File: config.mk
export PLATFORM = sky130hd
export DESIGN_NAME = ctrl_pipe_hazard
export DESIGN_NICKNAME = d
export VERILOG_FILES = /design/src/rtl/ctrl_pipe_hazard.sv
export SDC_FILE = /design/constraint.sdc
export NUM_CORES = 1
export LEC_CHECK = 0
export ABC_CLOCK_PERIOD_IN_PS = 3500
export BUFFER_PORTS_ARGS = -buffer_cell sky130_fd_sc_hd__buf_2
export CORE_MARGIN = 4
export CORE_UTILIZATION = 44
export CTS_CLUSTER_SIZE = 24
export DETAILED_ROUTE_END_ITERATION = 8
export PLACE_DENSITY = 0.75
export REMOVE_ABC_BUFFERS = 1
export SYNTH_ARGS = -nofsm -noshare
export SYNTH_HDL_FRONTEND = slang
export SYNTH_SLANG_ARGS = --single-unit
export TNS_END_PERCENT = 20
File: constraint.sdc
create_clock -name clk_i -period 3.5 [get_ports clk_i]
set_input_delay 0.7 -clock clk_i [delete_from_list [all_inputs] [get_ports clk_i]]
set_output_delay 0.7 -clock clk_i [all_outputs]
set_load 0.02 [all_outputs]
File: src/rtl/ctrl_pipe_hazard.sv
// Control-signal pipeline behind the decode CMUX stage. It carries control, dest and valid
// through NUM_STAGES registers, detects load-use hazards and counts inserted bubbles.
module ctrl_pipe_hazard #(
  parameter int unsigned SIG_W      = 24,
  parameter int unsigned NUM_STAGES = 3,
  parameter int unsigned REG_W      = 5,
  parameter int unsigned LOAD_BIT   = 0,
  parameter int unsigned CNT_W      = 16
) (
  input  logic                        clk_i,
  input  logic                        rst_i,
  input  logic [SIG_W-1:0]            id_ctrl_i,
  input  logic                        id_valid_i,
  input  logic [REG_W-1:0]            id_dest_i,
  input  logic [REG_W-1:0]            id_rs_i,
  input  logic [REG_W-1:0]            id_rt_i,
  input  logic                        id_uses_rs_i,
  input  logic                        id_uses_rt_i,
  input  logic                        ext_stall_i,
  input  logic                        flush_i,
  output logic                        cmux_o,
  output logic                        hazard_stall_o,
  output logic [NUM_STAGES*SIG_W-1:0] stage_ctrl_o,
  output logic [NUM_STAGES*REG_W-1:0] stage_dest_o,
  output logic [NUM_STAGES-1:0]       stage_valid_o,
  output logic [CNT_W-1:0]            bubble_count_o
);

  // Packed so that stage k lands at bits [k*W +: W] of the flat outputs.
  logic [NUM_STAGES-1:0][SIG_W-1:0] ctrl_q, ctrl_d;
  logic [NUM_STAGES-1:0][REG_W-1:0] dest_q, dest_d;
  logic [NUM_STAGES-1:0]            valid_q, valid_d;
  logic [CNT_W-1:0]                 cnt_q, cnt_d;
  logic                             flush_pend_q, flush_pend_d;

  logic rs_match, rt_match, kill;

  always_comb begin
    rs_match       = id_uses_rs_i && (id_rs_i == dest_q[0]);
    rt_match       = id_uses_rt_i && (id_rt_i == dest_q[0]);
    hazard_stall_o = valid_q[0] && ctrl_q[0][LOAD_BIT] && (dest_q[0] != '0) &&
                     (rs_match || rt_match);
    kill           = hazard_stall_o || flush_i || flush_pend_q;
    cmux_o         = ~kill;
  end

  always_comb begin
    ctrl_d       = ctrl_q;
    dest_d       = dest_q;
    valid_d      = valid_q;
    cnt_d        = cnt_q;
    flush_pend_d = flush_pend_q;
    if (ext_stall_i) begin
      // A flush seen while frozen must still kill the ID instruction on release.
      if (flush_i) flush_pend_d = 1'b1;
    end else begin
      for (int k = 1; k < NUM_STAGES; k++) begin
        ctrl_d[k]  = ctrl_q[k-1];
        dest_d[k]  = dest_q[k-1];
        valid_d[k] = valid_q[k-1];
      end
      if (cmux_o) begin
        ctrl_d[0]  = id_ctrl_i;
        dest_d[0]  = id_dest_i;
        valid_d[0] = id_valid_i;
      end else begin
        ctrl_d[0]  = '0;
        dest_d[0]  = '0;
        valid_d[0] = 1'b0;
      end
      flush_pend_d = 1'b0;
      if (kill && id_valid_i && (cnt_q != {CNT_W{1'b1}})) cnt_d = cnt_q + CNT_W'(1);
    end
  end

  always_ff @(posedge clk_i or posedge rst_i) begin
    if (rst_i) begin
      ctrl_q       <= '0;
      dest_q       <= '0;
      valid_q      <= '0;
      cnt_q        <= '0;
      flush_pend_q <= 1'b0;
    end else begin
      ctrl_q       <= ctrl_d;
      dest_q       <= dest_d;
      valid_q      <= valid_d;
      cnt_q        <= cnt_d;
      flush_pend_q <= flush_pend_d;
    end
  end

  assign stage_ctrl_o   = ctrl_q;
  assign stage_dest_o   = dest_q;
  assign stage_valid_o  = valid_q;
  assign bubble_count_o = cnt_q;

endmodule

==> results of run 1 <==
## Yosys cell counts (all sizes together) (3+ instances only)
library cell    n  area [um2]
xnor2          21         184
xor2            4        35.0
and3            3        18.8
nand4           7        43.8
buf             3        15.0
nand3           7        35.0
o21ai          29         145
dfrtp         107        2680
nand2          65         244
nor2            4        15.0
clkbuf         13        48.8
mux2           61         687
## final cells by class
cell class | instances | area [um2] | share of cell area, %
well taps | 129 | 161 | 3.00
clock inverters | 6 | 68.8 | 1.28
multi-input cells | 213 | 1520 | 28.2
inverters | 1 | 6.26 | 0.116
repair buffers | 157 | 811 | 15.1
flip-flops and latches | 107 | 2680 | 49.7
clock buffers | 10 | 138 | 2.56
## power by group
group / total, mW / internal, mW / switching, mW
sequential: 1.47 / 1.36 / 0.103
combinational: 0.561 / 0.224 / 0.337
clock: 0.775 / 0.357 / 0.417
## kinds of logic (layout without fill, tap and decap cells)
| logic type | count (synthesis) | count (layout) | share of synthesized area [%] |
|---|---|---|---|
| muxes | 61 | 61 | 16.1 |
| DFF | 107 | 107 | 62.8 |
| buffers and inverters | 17 | 174 | 1.58 |
| xor gates and xnor gates | 25 | 25 | 5.13 |
| AOI/OAI and AO/OA | 34 | 34 | 4.64 |
| and+or+nand+nor | 92 | 92 | 9.47 |
| adders and majority gates | 1 | 1 | 0.293 |
## per-layer routing
| metal | vias up | global-route usage (%) | routed length, um |
|---|---|---|---|
| li1 | 1447 | - | - |
| met1 | 1495 | 21.7 | 4000 |
| met2 | 114 | 25.5 | 4190 |
| met3 | 13 | 5.16 | 790 |
| met4 | 2 | 4.93 | 97 |
| met5 | - | 0 | 13 |
## sequential cells by signal (all words and copies together), names as in the netlist
name,count
bubble_count_o,16
stage_dest_o,15
flush_pend_q,1
stage_valid_o,3
stage_ctrl_o,72
## worst max path at each step
stage	from	endpoint	slack, ns	depth (start not counted)
after global routing	stage_dest_o[0]$_DFFE_PP0N_	cmux_o	0.53	4
after floorplan	rst_i	bubble_count_o[0]$_DFFE_PP0P_	-0.02	1
final	stage_dest_o[0]$_DFFE_PP0N_	cmux_o	0.66	4
after CTS	stage_dest_o[0]$_DFFE_PP0N_	cmux_o	0.62	4
after global placement	id_rt_i[4]	bubble_count_o[15]$_DFFE_PP0P_	1.06	8
after detailed placement	id_rs_i[0]	bubble_count_o[15]$_DFFE_PP0P_	1.01	8
==> flow_metrics.tcl, run 1 <==
set metrics [dict create \
    cp_data_arrival_time_ns 2.14 \
    cts_post_setup_buffers_inserted 0 \
    worstPathRequired_ns 2.80 \
    largest_fanout_on_the_critical_path 6 \
    clk_transition_reported_paths_ns 0.11 \
    syn-mean-instance-area_um2 12.7 \
    first_global_vias 3032 \
    timing.final.crit_share_pct 81.2 \
    detail-route-antenna-nets 0 \
    die_y_um 106 \
    power.leakage_nw 2.86 \
    htree_levels 3 \
    aggregate_global_routing_overflow 0 \
    nets 536 \
    timing_max_transition_violations_final 0 \
    library_cells_used_by_synthesis 26 \
    clock_tree_from_tritoncts "yes" \
    clock_latency_ns 0.36 \
    kind_of_end_point_of_the_critical_path "primary output" \
    synthCells 337 \
    post_cts.resized_instances 0 \
    hold_vio_cnt_final 0 \
    synth_seq_cells 107 \
    finalSetupViolations 0 \
    timing.rr.start "stage_dest_o[0]$_DFFE_PP0N_" \
    final.setup.tns_ns 0 \
    path_cells "or3_1 > o311a_1 > a211oi_4 > buf_2" \
    rr_worst_depth 6 \
    grt_first_pass_wirelength_mm 14.9 \
    place_hpwl_mm 6.49 \
    io_pins 154 \
    path_delay_family "compound AO/OA/AOI/OAI gates" \
    minimum_setup_slack_among_reg_to_reg_paths_ns 1.13 \
    cts_hold_buf 0 \
    mostFrequentLayoutCell "sky130_fd_sc_hd__buf_2" \
    grt_setup_unrepaired "false" \
    post_dp_cell_area_um2 5180 \
    drcViolationCount 0 \
    max_slew_headroom_at_the_worst_pin_pct 50.0 \
    post-place-ws_ns 1.01 \
    ys_seq_area_share_pct 62.8 \
    die_width_um 106 \
    fin_ws_ns 0.660 \
    timing.clock.skew_ns 0.0191 \
    tritoncts_buffers 9 \
    synth_flop_cell "sky130_fd_sc_hd__dfrtp_1" \
    hold_ws_ns 0.427 \
    first_iter_violations 97 \
    worstSetupPathType "reg -> out" \
    synth-async-reset-ratio_pct 100 \
    fin_total_pwr_mw 2.80 \
    achievable-frequency_ghz 0.352 \
    detailroute.via_count 3071 \
    tightest_slew_ns 0.750 \
    fillCellCount 809 \
    critPathSlowestCell "sky130_fd_sc_hd__dfrtp_1" \
    rows 35 \
    initial_core_util_pct 45.7 \
    layout.core_utilization_pct 57.7 \
    fin_cells 623 \
    synthToLayoutAreaGrowth_pct 26.2 \
    outcome "complete, no violations" \
    synth.yosys.warnings 0 \
    worst_r2r_end "bubble_count_o[3]$_DFFE_PP0P_" \
    grt.total_usage_pct 16.2 \
    layout_common_cells "sky130_fd_sc_hd__buf_2 (152), sky130_fd_sc_hd__dfrtp_1 (107), sky130_fd_sc_hd__nand2_1 (65)" \
    post_drt_wl_per_cell_um 14.6 \
    number_of_placed_cells_counting_well_taps 607 \
    antenna_found_initial 1 \
    port_buffers 153 \
    crit_buf_inv 1 \
    numClockSinks 107 \
    grt_max_degree 72 \
    core_region_area_um2 9330 \
    synth_enable_flop_cells 0 \
    timing.hold.worst.class "in -> async" \
    final_period_minus_worst_setup_slack_ns 2.84 \
    maximum_buffer_depth_of_the_clock_tree 2 \
    post_route_cells_drive_above_1_share_pct 47.8 \
    num_antenna_cells 0 \
    design_area_um2 5380 \
    place.gp.congestion 0.796 \
    viasPerCell 4.93 \
    timing.critical_path.from_type "register" \
    max_cap_viol_count 0 \
    dr.pass1.iters 4 \
    fp.dieArea_um2 11300 \
    powerDensity_nw_per_um2 520 \
    cpPeakStageDelay_ns 0.47 \
    clock-root-buffer "sky130_fd_sc_hd__clkbuf_8" \
    finalWirelength_mm 9.09 \
    syn-cell-area_um2 4270 \
    worst_ir_drop_vdd_mv 0.368 \
]
Note: power is estimated with default switching activity, not from simulation.
==> run 2, diff against run 1 <==
- ABC_CLOCK_PERIOD_IN_PS: 3500 -> 2300
- clock period: 3.5 -> 2.3 ns (I/O delays scaled with it)
==> flow_metrics.tcl, run 2 (synthesis gave the netlist of run 1 again) <==
set metrics [dict create \
    grt_max_degree 121 \
    worstPathRequired_ns 1.84 \
    num_antenna_cells 0 \
    fillCellCount 831 \
    worst_r2r_end "stage_ctrl_o[10]$_DFFE_PP0N_" \
    htree_levels 3 \
    drcViolationCount 0 \
    final_period_minus_worst_setup_slack_ns 2.36 \
    first_iter_violations 82 \
    rows 35 \
    minimum_setup_slack_among_reg_to_reg_paths_ns 0.16 \
    numClockSinks 107 \
    viasPerCell 4.89 \
    first_global_vias 3094 \
    largest_register_ff_count 72 \
    timing.rr.start "stage_dest_o[0]$_DFFE_PP0N_" \
    failed_checks "negative setup slack" \
    timing.hold.worst.class "in -> async" \
    place_hpwl_mm 6.74 \
    worst-path-stages 4 \
    clock_tree_from_tritoncts "yes" \
    path_cells "or3_1 > o311a_1 > a211oi_4 > buf_6" \
    timing.critical_path.from_type "register" \
    timing_max_transition_violations_final 0 \
    kind_of_end_point_of_the_critical_path "primary output" \
    timing.final.crit_share_pct 103 \
    largest_fanout_on_the_critical_path 2 \
    aggregate_global_routing_overflow 0 \
    nets 542 \
    timing.critical_path.to "cmux_o" \
    clock-root-buffer "sky130_fd_sc_hd__clkbuf_8" \
    finalWirelength_mm 9.35 \
    initial_core_util_pct 45.7 \
    grt_setup_unrepaired "true" \
    worst_ir_drop_vdd_mv 0.551 \
    place.gp.congestion 0.769 \
    core_region_area_um2 9330 \
    powerDensity_nw_per_um2 763 \
    path_delay_family "compound AO/OA/AOI/OAI gates" \
    synthToLayoutAreaGrowth_pct 27.6 \
    grt_first_pass_wirelength_mm 15.3 \
    maximum_buffer_depth_of_the_clock_tree 2 \
    crit_buf_inv 1 \
    cp_data_arrival_time_ns 1.90 \
    detail-route-antenna-nets 0 \
    achievable-frequency_ghz 0.423 \
    post-place-ws_ns 0.140 \
    critPathSlowestCell "sky130_fd_sc_hd__dfrtp_1" \
    clk_transition_reported_paths_ns 0.11 \
    antenna_found_initial 1 \
    post_drt_wl_per_cell_um 14.9 \
    clock_latency_ns 0.36 \
    fin_total_pwr_mw 4.15 \
    fin_ws_ns -0.0643 \
    die_y_um 106 \
    post_route_cells_drive_above_1_share_pct 48.6 \
    tritoncts_buffers 9 \
    port_buffers 153 \
    die_width_um 106 \
    outcome "complete, but fails checks" \
    timing.clock.skew_ns 0.0130 \
    io_pins 154 \
    mostFrequentLayoutCell "sky130_fd_sc_hd__buf_2" \
    hold_ws_ns 0.109 \
    dr.pass1.iters 4 \
    fp.dieArea_um2 11300 \
    worstSetupPathType "reg -> out" \
    setup.worst_path.start "stage_dest_o[0]$_DFFE_PP0N_" \
    tightest_slew_ns 0.541 \
    final.setup.tns_ns -0.0643 \
    rr_worst_depth 7 \
    detailroute.via_count 3076 \
    grt.total_usage_pct 16.8 \
    hold_vio_cnt_final 0 \
    layout_common_cells "sky130_fd_sc_hd__buf_2 (150), sky130_fd_sc_hd__dfrtp_1 (107), sky130_fd_sc_hd__nand2_1 (65)" \
    max_cap_viol_count 0 \
    cpPeakStageDelay_ns 0.38 \
    max_slew_headroom_at_the_worst_pin_pct 63.9 \
    finalSetupViolations 1 \
    power.leakage_nw 2.88 \
]
==> run 2: worst min-delay path by stage <==
stage | from | endpoint | slack, ns
global route | rst_i | stage_ctrl_o[67]$_DFFE_PP0N_ | 0.14
CTS | rst_i | stage_ctrl_o[67]$_DFFE_PP0N_ | 0.11
floorplan | flush_pend_q$_DFFE_PP0P_ | flush_pend_q$_DFFE_PP0P_ | 0.51
finish | rst_i | stage_ctrl_o[67]$_DFFE_PP0N_ | 0.11
global placement | stage_ctrl_o[66]$_DFFE_PP0N_ | stage_ctrl_o[66]$_DFFE_PP0N_ | 0.48
detailed placement | stage_ctrl_o[51]$_DFFE_PP0N_ | stage_ctrl_o[51]$_DFFE_PP0N_ | 0.49
==> run 2: power breakdown <==
part	switching, mW	internal (mW)
clock network	0.620	0.429
registers	0.152	2.07
logic	0.528	0.352
==> run 2: timing repair <==
action                     4_1_cts  5_1_grt
hold buffers                     0        0
resized for setup                3        4
buffers inserted                 1        0
pin swaps                        1        1
setup endpoints to repair        2       16
==> run 2: final cells by class <==
cell class / count / area, um2 / area share, %
clock buffers: 11 / 141 / 2.60
clock inverters: 5 / 37.5 / 0.690
inverters: 1 / 6.26 / 0.115
multi-input cells: 213 / 1540 / 28.3
flip-flops and latches: 107 / 2680 / 49.2
well taps: 129 / 161 / 2.97
repair buffers: 163 / 881 / 16.2
==> run 2: per-layer routing <==
layer  global-route usage (%)  vias to the layer above  share of wire (%)  wire [um]
li1                         -                     1455                  -          -
met4                     4.93                        2               0.77         72
met2                     27.1                      109                 47       4400
met3                     4.61                        9                8.2        768
met5                        0                        -               0.17         16
met1                     22.4                     1501                 44       4090
==> run 2: metrics by stage <==
step | utilization [%] | instance area, um2 | cells
3_3_place_gp | 56.0 | 5230 | 612
6_report | 58.4 | 5440 | 629
5_1_grt | 58.4 | 5440 | 629
3_5_place_dp | 56.0 | 5230 | 612
2_1_floorplan | - | 4200 | 321
4_1_cts | 58.2 | 5430 | 629
